<file path="src/rtl/wall_probe_scheduler_if.sv">
// Wall lookup bus between the probe scheduler (master) and the single
// shared Is_Wall lookup (slave).
interface wall_probe_scheduler_if;
  logic       Wall_Req;
  logic [9:0] Wall_X;
  logic [9:0] Wall_Y;
  logic       Is_Wall;

  modport master (output Wall_Req, output Wall_X, output Wall_Y, input Is_Wall);
  modport slave  (input Wall_Req, input Wall_X, input Wall_Y, output Is_Wall);
endinterface

</file>
<file path="src/rtl/wall_probe_scheduler.sv">
// Shares one wall lookup port among all movers. Each frame the mover centres
// are snapshotted, four probes per mover (left, up, right, down) are issued
// back to back, results are collected through a tag pipeline into a shadow
// vector and published to No_Move_o in one step together with Valid_o.
//
// Optional build macro: TUNNEL_WRAP_EN folds horizontal probe X coordinates
// into the playfield tunnel (X<120 -> X+400, X>520 -> X-400).
//
// state   | meaning
// --------+-----------------------------------------------------------
// S_IDLE  | waiting for Frame_Tick_i; snapshot taken on the tick
// S_ISSUE | one probe per cycle, mover 0..N-1, dir left/up/right/down
// S_DRAIN | no requests; wait LOOKUP_LAT cycles for outstanding results
// S_COMMIT| No_Move_o/Valid_o presented for one cycle, back to idle
module wall_probe_scheduler #(
  parameter int NUM_MOVERS = 5,
  parameter int PROBE_OFS  = 8,
  parameter int LOOKUP_LAT = 1
) (
  input  logic                    Clk,
  input  logic                    Reset_n,
  input  logic                    Frame_Tick_i,
  input  logic [10*NUM_MOVERS-1:0] Pos_X_i,
  input  logic [10*NUM_MOVERS-1:0] Pos_Y_i,
  wall_probe_scheduler_if.master  wall,
  output logic [4*NUM_MOVERS-1:0] No_Move_o,
  output logic                    Valid_o,
  output logic                    Busy_o,
  output logic                    Overrun_o
);

  localparam int MW = (NUM_MOVERS > 1) ? $clog2(NUM_MOVERS) : 1;
  localparam int CW = (LOOKUP_LAT > 1) ? $clog2(LOOKUP_LAT) : 1;
  localparam logic [9:0]    OFS      = 10'(PROBE_OFS);
  localparam logic [MW-1:0] LAST_MOV = MW'(NUM_MOVERS - 1);
  localparam logic [CW-1:0] DRAIN_LD = CW'(LOOKUP_LAT - 1);

  typedef enum logic [1:0] {S_IDLE, S_ISSUE, S_DRAIN, S_COMMIT} state_t;

  typedef struct packed {
    logic          vld;
    logic [MW-1:0] mover;
    logic [1:0]    dir;
  } tag_t;

  state_t                   state_q, state_d;
  logic [10*NUM_MOVERS-1:0] snap_x_q, snap_x_d, snap_y_q, snap_y_d;
  logic [MW-1:0]            idx_q, idx_d;
  logic [1:0]               dir_q, dir_d;
  logic [CW-1:0]            cnt_q, cnt_d;
  tag_t                     tag_q [LOOKUP_LAT];
  tag_t                     tag_d [LOOKUP_LAT];
  logic [4*NUM_MOVERS-1:0]  shadow_q, shadow_d;
  logic [4*NUM_MOVERS-1:0]  no_move_q, no_move_d;
  logic                     valid_q, valid_d;
  logic                     overrun_q, overrun_d;

  logic [9:0] cur_x, cur_y, probe_x, probe_y;
  logic [MW+1:0] cap_idx;

  // No_Move nibble is {up,down,left,right}; map probe direction to its bit.
  function automatic logic [1:0] dir_bit(input logic [1:0] d);
    case (d)
      2'd0:    dir_bit = 2'd1;
      2'd1:    dir_bit = 2'd3;
      2'd2:    dir_bit = 2'd0;
      default: dir_bit = 2'd2;
    endcase
  endfunction

  // Probe coordinate for the current mover/direction, modulo 1024.
  always_comb begin
    cur_x   = snap_x_q[10*int'(idx_q) +: 10];
    cur_y   = snap_y_q[10*int'(idx_q) +: 10];
    probe_x = cur_x;
    probe_y = cur_y;
    case (dir_q)
      2'd0:    probe_x = cur_x - OFS;
      2'd1:    probe_y = cur_y - OFS;
      2'd2:    probe_x = cur_x + OFS;
      default: probe_y = cur_y + OFS;
    endcase
`ifdef TUNNEL_WRAP_EN
    if (!dir_q[0]) begin
      if (probe_x < 10'd120)      probe_x = probe_x + 10'd400;
      else if (probe_x > 10'd520) probe_x = probe_x - 10'd400;
    end
`endif
  end

  assign wall.Wall_Req = (state_q == S_ISSUE);
  assign wall.Wall_X   = (state_q == S_ISSUE) ? probe_x : 10'd0;
  assign wall.Wall_Y   = (state_q == S_ISSUE) ? probe_y : 10'd0;

  assign No_Move_o = no_move_q;
  assign Valid_o   = valid_q;
  assign Busy_o    = (state_q == S_ISSUE) || (state_q == S_DRAIN);
  assign Overrun_o = overrun_q;

  // Next-state logic: sweep sequencing, tag pipeline and result capture.
  always_comb begin
    state_d   = state_q;
    snap_x_d  = snap_x_q;
    snap_y_d  = snap_y_q;
    idx_d     = idx_q;
    dir_d     = dir_q;
    cnt_d     = cnt_q;
    shadow_d  = shadow_q;
    no_move_d = no_move_q;
    valid_d   = 1'b0;
    overrun_d = overrun_q;
    cap_idx   = {tag_q[LOOKUP_LAT-1].mover, dir_bit(tag_q[LOOKUP_LAT-1].dir)};

    tag_d[0] = '0;
    for (int i = 1; i < LOOKUP_LAT; i++) tag_d[i] = tag_q[i-1];

    if (tag_q[LOOKUP_LAT-1].vld) shadow_d[cap_idx] = wall.Is_Wall;

    // A tick anywhere outside IDLE (COMMIT included) is dropped but flagged.
    if (Frame_Tick_i && (state_q != S_IDLE)) overrun_d = 1'b1;

    case (state_q)
      S_IDLE: begin
        if (Frame_Tick_i) begin
          snap_x_d = Pos_X_i;
          snap_y_d = Pos_Y_i;
          idx_d    = '0;
          dir_d    = 2'd0;
          shadow_d = '0;
          state_d  = S_ISSUE;
        end
      end
      S_ISSUE: begin
        tag_d[0] = '{vld: 1'b1, mover: idx_q, dir: dir_q};
        dir_d    = dir_q + 2'd1;
        if (dir_q == 2'd3) begin
          if (idx_q == LAST_MOV) begin
            cnt_d   = DRAIN_LD;
            state_d = S_DRAIN;
          end else begin
            idx_d = idx_q + MW'(1);
          end
        end
      end
      S_DRAIN: begin
        if (cnt_q == '0) begin
          // shadow_d already holds the final result arriving this cycle.
          no_move_d = shadow_d;
          valid_d   = 1'b1;
          state_d   = S_COMMIT;
        end else begin
          cnt_d = cnt_q - CW'(1);
        end
      end
      default: state_d = S_IDLE;
    endcase
  end

  // State and datapath registers; reset aborts any sweep in flight.
  always_ff @(posedge Clk or negedge Reset_n) begin
    if (!Reset_n) begin
      state_q   <= S_IDLE;
      snap_x_q  <= '0;
      snap_y_q  <= '0;
      idx_q     <= '0;
      dir_q     <= '0;
      cnt_q     <= '0;
      shadow_q  <= '0;
      no_move_q <= '0;
      valid_q   <= 1'b0;
      overrun_q <= 1'b0;
      for (int i = 0; i < LOOKUP_LAT; i++) tag_q[i] <= '0;
    end else begin
      state_q   <= state_d;
      snap_x_q  <= snap_x_d;
      snap_y_q  <= snap_y_d;
      idx_q     <= idx_d;
      dir_q     <= dir_d;
      cnt_q     <= cnt_d;
      shadow_q  <= shadow_d;
      no_move_q <= no_move_d;
      valid_q   <= valid_d;
      overrun_q <= overrun_d;
      for (int i = 0; i < LOOKUP_LAT; i++) tag_q[i] <= tag_d[i];
    end
  end

endmodule

</file>
<file path="src/flat_wrapper.sv">
// flat-port wrapper written by rule: the top's interface ports become plain ports
module wall_probe_scheduler_flat 
#(
  parameter int NUM_MOVERS = 5,
  parameter int PROBE_OFS  = 8,
  parameter int LOOKUP_LAT = 1
)
  (Clk, Reset_n, Frame_Tick_i, Pos_X_i, Pos_Y_i, No_Move_o, Valid_o, Busy_o, Overrun_o, wall_Wall_Req, wall_Wall_X, wall_Wall_Y, wall_Is_Wall);
  wall_probe_scheduler_if wall_i ();
  input  logic Clk;
  input  logic Reset_n;
  input  logic Frame_Tick_i;
  input  logic [10*NUM_MOVERS-1:0] Pos_X_i;
  input  logic [10*NUM_MOVERS-1:0] Pos_Y_i;
  output logic [4*NUM_MOVERS-1:0] No_Move_o;
  output logic Valid_o;
  output logic Busy_o;
  output logic Overrun_o;
  output wire logic [$bits(wall_i.Wall_Req)-1:0] wall_Wall_Req;
  output wire logic [$bits(wall_i.Wall_X)-1:0] wall_Wall_X;
  output wire logic [$bits(wall_i.Wall_Y)-1:0] wall_Wall_Y;
  input wire logic [$bits(wall_i.Is_Wall)-1:0] wall_Is_Wall;
  assign wall_Wall_Req = wall_i.Wall_Req;
  assign wall_Wall_X = wall_i.Wall_X;
  assign wall_Wall_Y = wall_i.Wall_Y;
  assign wall_i.Is_Wall = wall_Is_Wall;
  wall_probe_scheduler #(.NUM_MOVERS(NUM_MOVERS), .PROBE_OFS(PROBE_OFS), .LOOKUP_LAT(LOOKUP_LAT)) u_core (.Clk(Clk), .Reset_n(Reset_n), .Frame_Tick_i(Frame_Tick_i), .Pos_X_i(Pos_X_i), .Pos_Y_i(Pos_Y_i), .wall(wall_i), .No_Move_o(No_Move_o), .Valid_o(Valid_o), .Busy_o(Busy_o), .Overrun_o(Overrun_o));
endmodule
</file>
<file path="config.mk">
export PLATFORM = sky130hd
export DESIGN_NAME = wall_probe_scheduler_flat
export DESIGN_NICKNAME = d
export VERILOG_FILES = /design/src/rtl/wall_probe_scheduler_if.sv /design/src/rtl/wall_probe_scheduler.sv /design/src/flat_wrapper.sv
export SDC_FILE = /design/constraint.sdc
export NUM_CORES = 1
export LEC_CHECK = 0
export ABC_CLOCK_PERIOD_IN_PS = 8650
export CAP_MARGIN = 10
export CORE_UTILIZATION = 56
export CTS_CLUSTER_SIZE = 8
export DETAILED_ROUTE_END_ITERATION = 7
export MAX_ROUTING_LAYER = met4
export PLACE_DENSITY_LB_ADDON = 0.2
export SLEW_MARGIN = 10
export SYNTH_ARGS = -nofsm -noshare
export SYNTH_HDL_FRONTEND = slang
export SYNTH_SLANG_ARGS = --single-unit
</file>
<file path="constraint.sdc">
create_clock -name Clk -period 8.65 [get_ports Clk]
set_input_delay 1.2975 -clock Clk [delete_from_list [all_inputs] [get_ports Clk]]
set_output_delay 1.2975 -clock Clk [all_outputs]
set_load 0.01 [all_outputs]
</file>
Word level (Yosys, flattened, before mapping)
Cells that the tools add are included.

cells by class
  $add $sub $neg = 7
  multiply operators = 1
  magnitude comparators = 2
  eq/ne operators = 13
  shift-type cells = 2
  mux-type cells = 29
  bitwise operators = 1
  reduce and logical (&&, ||, !) cells = 16

operator list
  cell                                                                    count
  20-bit 2-to-1 mux                                                       3
  50-bit by 32-bit indexed part select with 10-bit output                 1
  50-bit by 8-bit indexed part select with 10-bit output                  1
  10-bit case mux with 2 select lines                                     2
  10-bit by 4-bit adder with 10-bit output (second input constant)        2
  20-bit bitwise mux                                                      1
  10-bit 2-to-1 mux                                                       2
  10-bit by 4-bit subtractor with 10-bit output (second input constant)   2
  2-bit case mux with 3 select lines                                      2
  2-bit 2-to-1 mux                                                        5
  3-bit 2-to-1 mux                                                        3
  2-bit equality test (second input constant)                             4
  4-bit AND reduction                                                     2
  2-bit by 1-bit equality test with 1-bit output (second input constant)  3
  2-bit logical NOT                                                       3
  5-bit by 6-bit < comparator with 1-bit output (second input constant)   1
  3-bit by 3-bit multiplier with 6-bit output (first input constant)      1
  1-bit 2-to-1 mux                                                        6
  6-bit 2-to-1 mux                                                        1
  2-bit != test (second input constant)                                   3
  3-bit case mux with 2 select lines                                      1
  2-bit AND reduction                                                     3
  2-bit nonzero test                                                      3
  1-bit demux with 5-bit select                                           1
  13 further kinds                                                        15

word-level totals
  register bits = 156
  output and inout bits = 44
  word-level logic and storage cells = 84

Depth between registers and ports, before layout
  depth in word-level cells = 10
  gate-level depth with buffers = 12
  depth with buffers taken out = 10

Least setup slack after synthesis
Ideal clock, no wire load.

  path type = register -> output
  start point = reg u_core.idx_q[0]
  end point = out wall_Wall_Y[9]
  arrival = 3.043 ns
  data required time = 7.352 ns
  path slack = 4.310 ns
  stages on the path, launching flop included = 12
  path through = dfrtp_1 > buf_6 > buf_2 > mux4_2 > a22o_1 > fa_1 > a211oi_1 > o21bai_1 > a21oi_1 > xnor2_1 > a21oi_1 > nor3b_1

between the ends
  word-level cells in the longest chain between the ends = 5

RTL lines
  element                                                                                                           line                                                    source
  start, declared                                                                                                   wall_probe_scheduler.sv:48                              logic [MW-1:0] idx_q, idx_d;
  start signal, assigned                                                                                            wall_probe_scheduler.sv:177                             idx_q <= idx_d;
  3-bit by 3-bit multiplier with 6-bit output (*)                                                                   wall_probe_scheduler.sv:74                              cur_y = snap_y_q[10*int'(idx_q) +: 10];
  50-bit by 32-bit indexed part select with 10-bit output (*)                                                       wall_probe_scheduler.sv:74
  10-bit by 4-bit adder with 10-bit output / 10-bit by 4-bit subtractor with 10-bit output (equally long branches)  wall_probe_scheduler.sv:81, wall_probe_scheduler.sv:79
  10-bit case mux with 2 select lines (*)                                                                           wall_probe_scheduler.sv:77                              case (dir_q)
  10-bit 2-to-1 mux (*)                                                                                             wall_probe_scheduler.sv:93                              assign wall.Wall_Y = (state_q == S_ISSUE) ? probe_y : 10'd0;
  end, declared                                                                                                     flat_wrapper.sv:21                                      output wire logic [$bits(wall_i.Wall_Y)-1:0] wall_Wall_Y;

Mark *: on every way between the ends. The rest lies on a longest branch, timed or not.

Worst setup path in the final report
Ends and elaborated chain as after synthesis.

==> results.txt <==
- Gate count of the mapped netlist: between 800 and 900
* Pins over their slew limit: 0
* Number of buffers created by CTS: 17
- Input and output buffers added on the ports amount to 147.
* CP Cell Sequence: buf_4 -> mux4_2 -> a22o_4 -> fa_1 -> a211oi_1 -> o21bai_1 -> a21oi_1 -> xnor2_1 -> a21oi_1 -> nor3b_1 -> clkdlybuf4s50_1
- Number of sinks on the clock net: 155
- In this design, the stage delay of the slowest critical-path cell is 650 ps.
* Count of unique library cells instantiated by Yosys: between 40 and 50
- At the worst endpoint, the required time is 7350 ps.
- In this run the critical register-to-register path is captured at u_core.snap_x_q[24].
- Detail-routed via count per cell: approximately 5.6
- Hold EP: u_core.Overrun_o
- Number of diodes added for antenna fixing: 0
- The worst hold path begins at u_core.Overrun_o.
- In this run the critical register-to-register path is launched from u_core.state_q[1].
- Drt total wl: 18400 um
* Global-route wire length before repair: around 30000 um
- On the critical path, the stage with the largest delay is an instance of dfrtp_1.
- Core Box Area: approximately 13000 sq um
* Cell depth of the worst hold path: 1
- Setup total negative slack on the finished layout was measured at 0 ps.
- After clock tree synthesis, the clock-pin slew on the worst setup and hold paths is about 60 ps.
- Leaving out filler cells and counting taps, the final layout contains roughly 1100.
- IR analysis of the VDD net gives a maximum drop of 0.186 mV.
* Final setup violation count: 0
* GP Congestion: approximately 0.91
- In the layout the commonest cells are nand2_1 (334), dfrtp_1 (155), clkdlybuf4s50_1 (146).
- Warnings from Yosys: 0
* Synth-to-Final Area Change: 28.7%
- Number of flip-flops and latches in the synthesized netlist: 155
- Between clock sinks in the finished design, the worst skew comes to between 6 and 7 ps.
- For this run, the share of the core covered by cells in the final layout is 0.749.
- Fin nets: between 1000 and 1500
- Counting every net in the synthesized netlist gives 930.
- Share of post-route cells with drive strength above 1: 0.0648
- Setup repair after global routing left no endpoint under its margin.
- Sequential cell area fraction in the yosys report: 0.520
* Violation count after the first detailed-routing iteration: 541
- Hold timing on the final database bottoms out at a slack of 468 ps.
- In this run the worst path has a maximum fanout of 17.
- Non-Filler Cell Area, Final: 9600 sq um
* Initial antenna violation count: 0
* Number of gates resized after CTS: 0
* Pwr/cell area: 392 nW/um^2
- For this block, the via count after detailed routing is 6203.
* Count of pins on the block boundary: 148
- Register-to-Register Setup Slack: ~6300 ps
- At the pin with the least slew margin, the transition time is roughly 1100 ps.
- At the worst endpoint, the arrival time is 4480 ps.
- Number of global-route vias before repair: 6288
- Max-cap violations in this run came to 0.
- CTS tree: yes
- The total overflow left after global routing is 0.
* Final number of hold-violating endpoints: 0
* Cell area after placement: 9010 sq um
* CP endpoint kind: output port
- Before antenna repair, the detailed router went through 5 iterations.
- Setup repair bufs after CTS: 0
- For this configuration, the core starts out at a cell density of 0.582.
- Class of the tightest hold or removal check: reg -> reg
- Maximum number of buffers from clock root to sink: 2
* Max Fclk: 173 MHz
- Setup slack on the critical path of the routed design comes to around 2900 ps.
- Total Die Area: between 10000 and 15000 sq um
- At the later pin of the worst-skew pair, clock insertion delay measures 420 ps.
* Num rows: 41
* Setup slack after placement: 3310 ps
- The number of hold buffers added after CTS was 0.
- DRT antenna net count: 0
- Dividing the detail-routed wire length by the instance count gives 16.5 um.
- Number of remaining DRC errors: 0
- Headroom to the max-slew limit came out at 0.289.
- Die span in x: roughly 120 um
* Most frequent standard cell in the layout excluding fill and tap cells: nand2_1
- The H-tree was split into 4 levels.
- Category of the most critical setup path: reg -> out
- The synthesized netlist occupies a cell area of roughly 7500 sq um.
* Die H: roughly 120 um
- Counting cells, the worst reg-to-reg path comes to 6.
- HPWL reported at the end of detailed placement: 12600 um
* Critical Path Start Type: flop
- Entering global routing, the biggest net connects 102 pins.
* Power after layout: ~3.8 mW
- Critical path's most frequent cell: a21oi_1
* Status: finished clean
- Minimum clock period after layout: 5780 ps
- For this run, the total global-route usage over all layers was measured as 0.292.
* Cell chosen for the clock root: clkbuf_16
- In this run the mean area of a mapped cell was 9.29 sq um.
* Static Leakage: 4.71 nW
- The number of placed instances, taps included, is 1081.
- Dividing the final minimum period by the clock period gives 0.668.
## worst max path at each step
stage,start,endpoint,slack (ps),cells after the start
after floorplan,u_core.idx_q[0],wall_Wall_Y[9],4310,11
after global placement,u_core.idx_q[0],wall_Wall_Y[9],3400,11
after detailed placement,u_core.idx_q[0],wall_Wall_Y[9],3310,11
after CTS,u_core.idx_q[0],wall_Wall_Y[9],2850,11
after global routing,u_core.idx_q[0],wall_Wall_Y[9],2650,11
final,u_core.idx_q[0],wall_Wall_Y[9],2870,11
## critical path: cells and delay by family (launching register included)
family | cells | cell delay (ps)
flip-flops | 1 | 650
XOR/XNOR | 1 | 160
AO/OA/AOI/OAI | 5 | 1020
AND/OR/NAND/NOR | 1 | 230
multiplexers | 1 | 560
buffers and inverters | 2 | 980
adder cells (fa/ha/maj) | 1 | 440
## per-layer routing
| metal | track usage | routed length (um) | vias to the layer above |
|---|---|---|---|
| li1 | - | - | 2891 |
| met1 | 0.357 | 7450 | 3022 |
| met2 | 0.472 | 9340 | 246 |
| met3 | 0.0535 | 1050 | 44 |
| met4 | 0.134 | 520 | 0 |
| met5 | - | 0 | - |
## state kept, by name, summed over array words and instances (netlist names)
signal and count:
u_core.snap_x_q 50, u_core.snap_y_q 50, u_core.No_Move_o 20, u_core.shadow_q 20
u_core.cap_idx 3, u_core.idx_q 3, u_core.tag_q 3, u_core.dir_q 2
u_core.state_q 2, u_core.Overrun_o 1, u_core.Valid_o 1
## cell families after synthesis
family / count (synthesis) / synth area share
buffers and inverters: 58 / 0.0309
adders and majority gates: 23 / 0.0406
muxes: 41 / 0.0885
DFF: 155 / 0.520
xor gates and xnor gates: 8 / 0.00939
AOI/OAI and AO/OA: 86 / 0.0807
and+or+nand+nor: 432 / 0.230
## where the power goes
part	total (mW)	internal (mW)	switching, mW
clock	0.745	0.468	0.277
sequential	1.24	1.03	0.206
combinational	1.78	0.815	0.970
total	3.76	2.31	1.45
## area by class of cell
cell class,count,area (sq um)
sequential,155,3880
tap,172,215
multi-input combinational,590,3360
clock inverter,7,114
timing repair buffer,152,1510
fill,912,3220
inverter,12,45.0
clock buffer,25,475
## Yosys cell counts, drive strengths merged
master,instances,area (sq um)
a211o,1,8.76
a211oi,3,22.5
a21boi,2,18.8
a21o,5,37.5
a21oi,34,170
a221oi,1,8.76
a22o,13,123
a22oi,8,73.8
a311oi,1,8.76
a32o,2,20.0
a32oi,1,8.76
a41oi,1,16.3
and2,3,18.8
and3,2,12.5
and3b,1,8.76
buf,10,50.1
clkbuf,36,135
clkinv,1,3.75
dfrtp,155,3880
fa,2,40.0
ha,21,263
inv,11,41.3
mux2i,21,210
mux4,20,450
nand2,335,1260
nand2b,4,25.0
nand3,6,30.0
nand4b,4,35.0
nor2,65,246
nor3,4,20.0
nor3b,6,50.1
nor4,1,6.26
o211ai,1,7.51
o21ai,9,45.0
o21bai,1,7.51
o22ai,1,6.26
o311a,1,10.0
o311ai,1,8.76
or2,1,6.26
xnor2,7,61.3
xor2,1,8.76
Note: power is estimated with default switching activity, not from simulation.
==> variant (same settings) <==
Reset style: synchronous (`Reset_n`), changed in one clocked block.
--- a/src/rtl/wall_probe_scheduler.sv
+++ b/src/rtl/wall_probe_scheduler.sv
@@ -159,3 +159,3 @@
   // State and datapath registers; reset aborts any sweep in flight.
-  always_ff @(posedge Clk or negedge Reset_n) begin
+  always_ff @(posedge Clk) begin
     if (!Reset_n) begin
Function: differs if Reset_n is asserted again (counterexample within 4 cycles, from zero or initial values and one cycle with Reset_n low); with Reset_n held inactive, the same outputs for 10 cycles.
==> variant against the unedited design <==
Sequential cell count unchanged; synthesized area shrank 2.4%; core utilization is 1.1 points lower; global-route usage fell by 0.15 points; largest cell class is now multi-input combinational cells; final cell count increased by 0.36%; highest routed layer unchanged; worst setup slack better by 0.20 ns; die area shrank 2.4%; sequential share of layout area is 7.2 points lower; design area decreased by 2.6%; routed wire length is 0.78% lower; synthesized cell count grew 2.7%; critical path type unchanged; via count fell by 1.2%.
Power is not compared: it rests on default switching activity, and its combinational part moved more than twofold at a synthesized area within 25%.
==> variant: results (changes against the unedited design) <==
met1 wire length -> 8340 µm (+12%)
Synth Area in Adders -> 4.33% (+0.27 points)
syn_nets -> 953 (+2.5%)
Syn Inst Count -> 825 (+2.7%)
pre-CTS WS -> 3.51 ns (+0.198 ns)
synth cell count leaders -> nand2_1, dfxtp_1, a21boi_0, clkbuf_1, nor2_1
Seq pwr share -> 36.7%
gr usage total -> 29.0% (-0.15 points)
routed wire length per instance -> 16.3 µm (-1.1%)
number of port buffers -> 147 (unchanged)
NumNets Final -> 1061 (+0.57%)
via/cell ratio -> 5.49 (-1.5%)
Cell Area, Placed -> 0.00876 mm² (-2.8%)
Met3 Wirelength -> 829 µm (-21%)
Post-DP HPWL -> 12600 µm (-0.34%)
post-synthesis sequential area ratio -> 42.6% (-9.4 points)
First-pass DRT Iterations -> 6 (+1)
postcts setup bufs -> 0 (unchanged)
Final Wtd Congestion -> 0.870 (-4.4%)
xor and xnor area share after synthesis -> 1.20% (+0.26 points)
complex-gate fraction of the synthesized area -> 19.5% (+11 points)
largest net degree at the start of global routing -> 130 (+27%)
Arr. time, crit path -> 4.28 ns (-0.20 ns)
number of global-route vias before repair -> 5840 (-7.1%)
routed wl met2 -> 8700 µm (-6.8%)
CTS Buf Count -> 17 (unchanged)
slew at the pin with the worst max-slew slack -> 1.13 ns (+0.0618 ns)
synth unique cells -> 45 (-8.2%)
fillcell total -> 919 (+0.77%)
first-pass GRT wire length -> 28800 µm (-5.9%)
Crit Path Max Fanout -> 24 (+7)
async set-reset flop share out of synthesis -> 0% (-100 points)
post-synthesis mux area share -> 9.07% (+0.22 points)
status -> completed
maximum clock insertion buffer count -> 2 (unchanged)
share of cells above drive strength 1 -> 6.24% (-0.24 points)
top cells by area, synth -> dfxtp_1, nand2_1, a21boi_0, mux4_2, ha_1
Post-Route WL -> 18200 µm (-0.78%)
Iteration-0 DRC Markers -> 480 (-11%)
clock skew -> 0.00769 ns (+0.00150 ns)
## variant: final timing paths
path / startpoint / endpoint / slack [ns] / cells past startpoint
hold reg to reg: u_core.snap_x_q[20] / u_core.snap_x_q[20] / 0.47 / 2
setup reg to reg: u_core.state_q[0] / u_core.idx_q[0] / 5.87 / 5
hold / removal: u_core.snap_x_q[20] / u_core.snap_x_q[20] / 0.47 / 2
setup / recovery: u_core.idx_q[1] / wall_Wall_Y[9] / 3.07 / 10
## variant: metal layers
layer  up-vias  global-route usage [%]
li1       3013                       -
met1      2904                    37.8
met2       188                    45.2
met3        25                    5.75
met4         0                    9.57
met5         -                       -
## variant: final cells by class
class | instances | area, µm² | share of cell area, %
clock inverter | 9 | 111 | 1.19
inverter | 10 | 37.5 | 0.402
timing repair buffer | 150 | 1490 | 16.0
multi-input combinational | 599 | 3910 | 41.9
tap | 172 | 215 | 2.30
sequential | 155 | 3100 | 33.2
clock buffer | 22 | 474 | 5.07
## variant: through the flow
stage                     utilization [%]  power (µW)
after global routing                 73.8        2660
final                                73.8        2520
after floorplan                         -        1490
after detailed placement             69.1        1800
after global placement               69.1        1770
after CTS                            73.8        2530
## variant: worst max-delay path: stages, from the launching register on
cell and delay, ns:
dfxtp_1 1.07, mux4_2 0.44, a22o_1 0.27, fa_1 0.45, a211oi_1 0.30, o21bai_1 0.12, a21oi_1 0.18, xnor2_1 0.16
a21oi_1 0.09, and3b_1 0.25, clkdlybuf4s50_1 0.53
## variant: cell families after synthesis
logic type / Yosys count
multiplexers: 41
flip-flops: 155
buffers and inverters: 71
AO/OA/AOI/OAI: 182
AND/OR/NAND/NOR: 342
XOR/XNOR: 10
adder cells (fa/ha/maj): 24
## variant: power groups by stage
stage	logic (µW)	registers (µW)	clock network, µW
2_1_floorplan	566	920	0
3_3_place_gp	836	930	0
3_5_place_dp	859	936	0
4_1_cts	864	923	739
5_1_grt	954	936	774
6_report	863	925	733
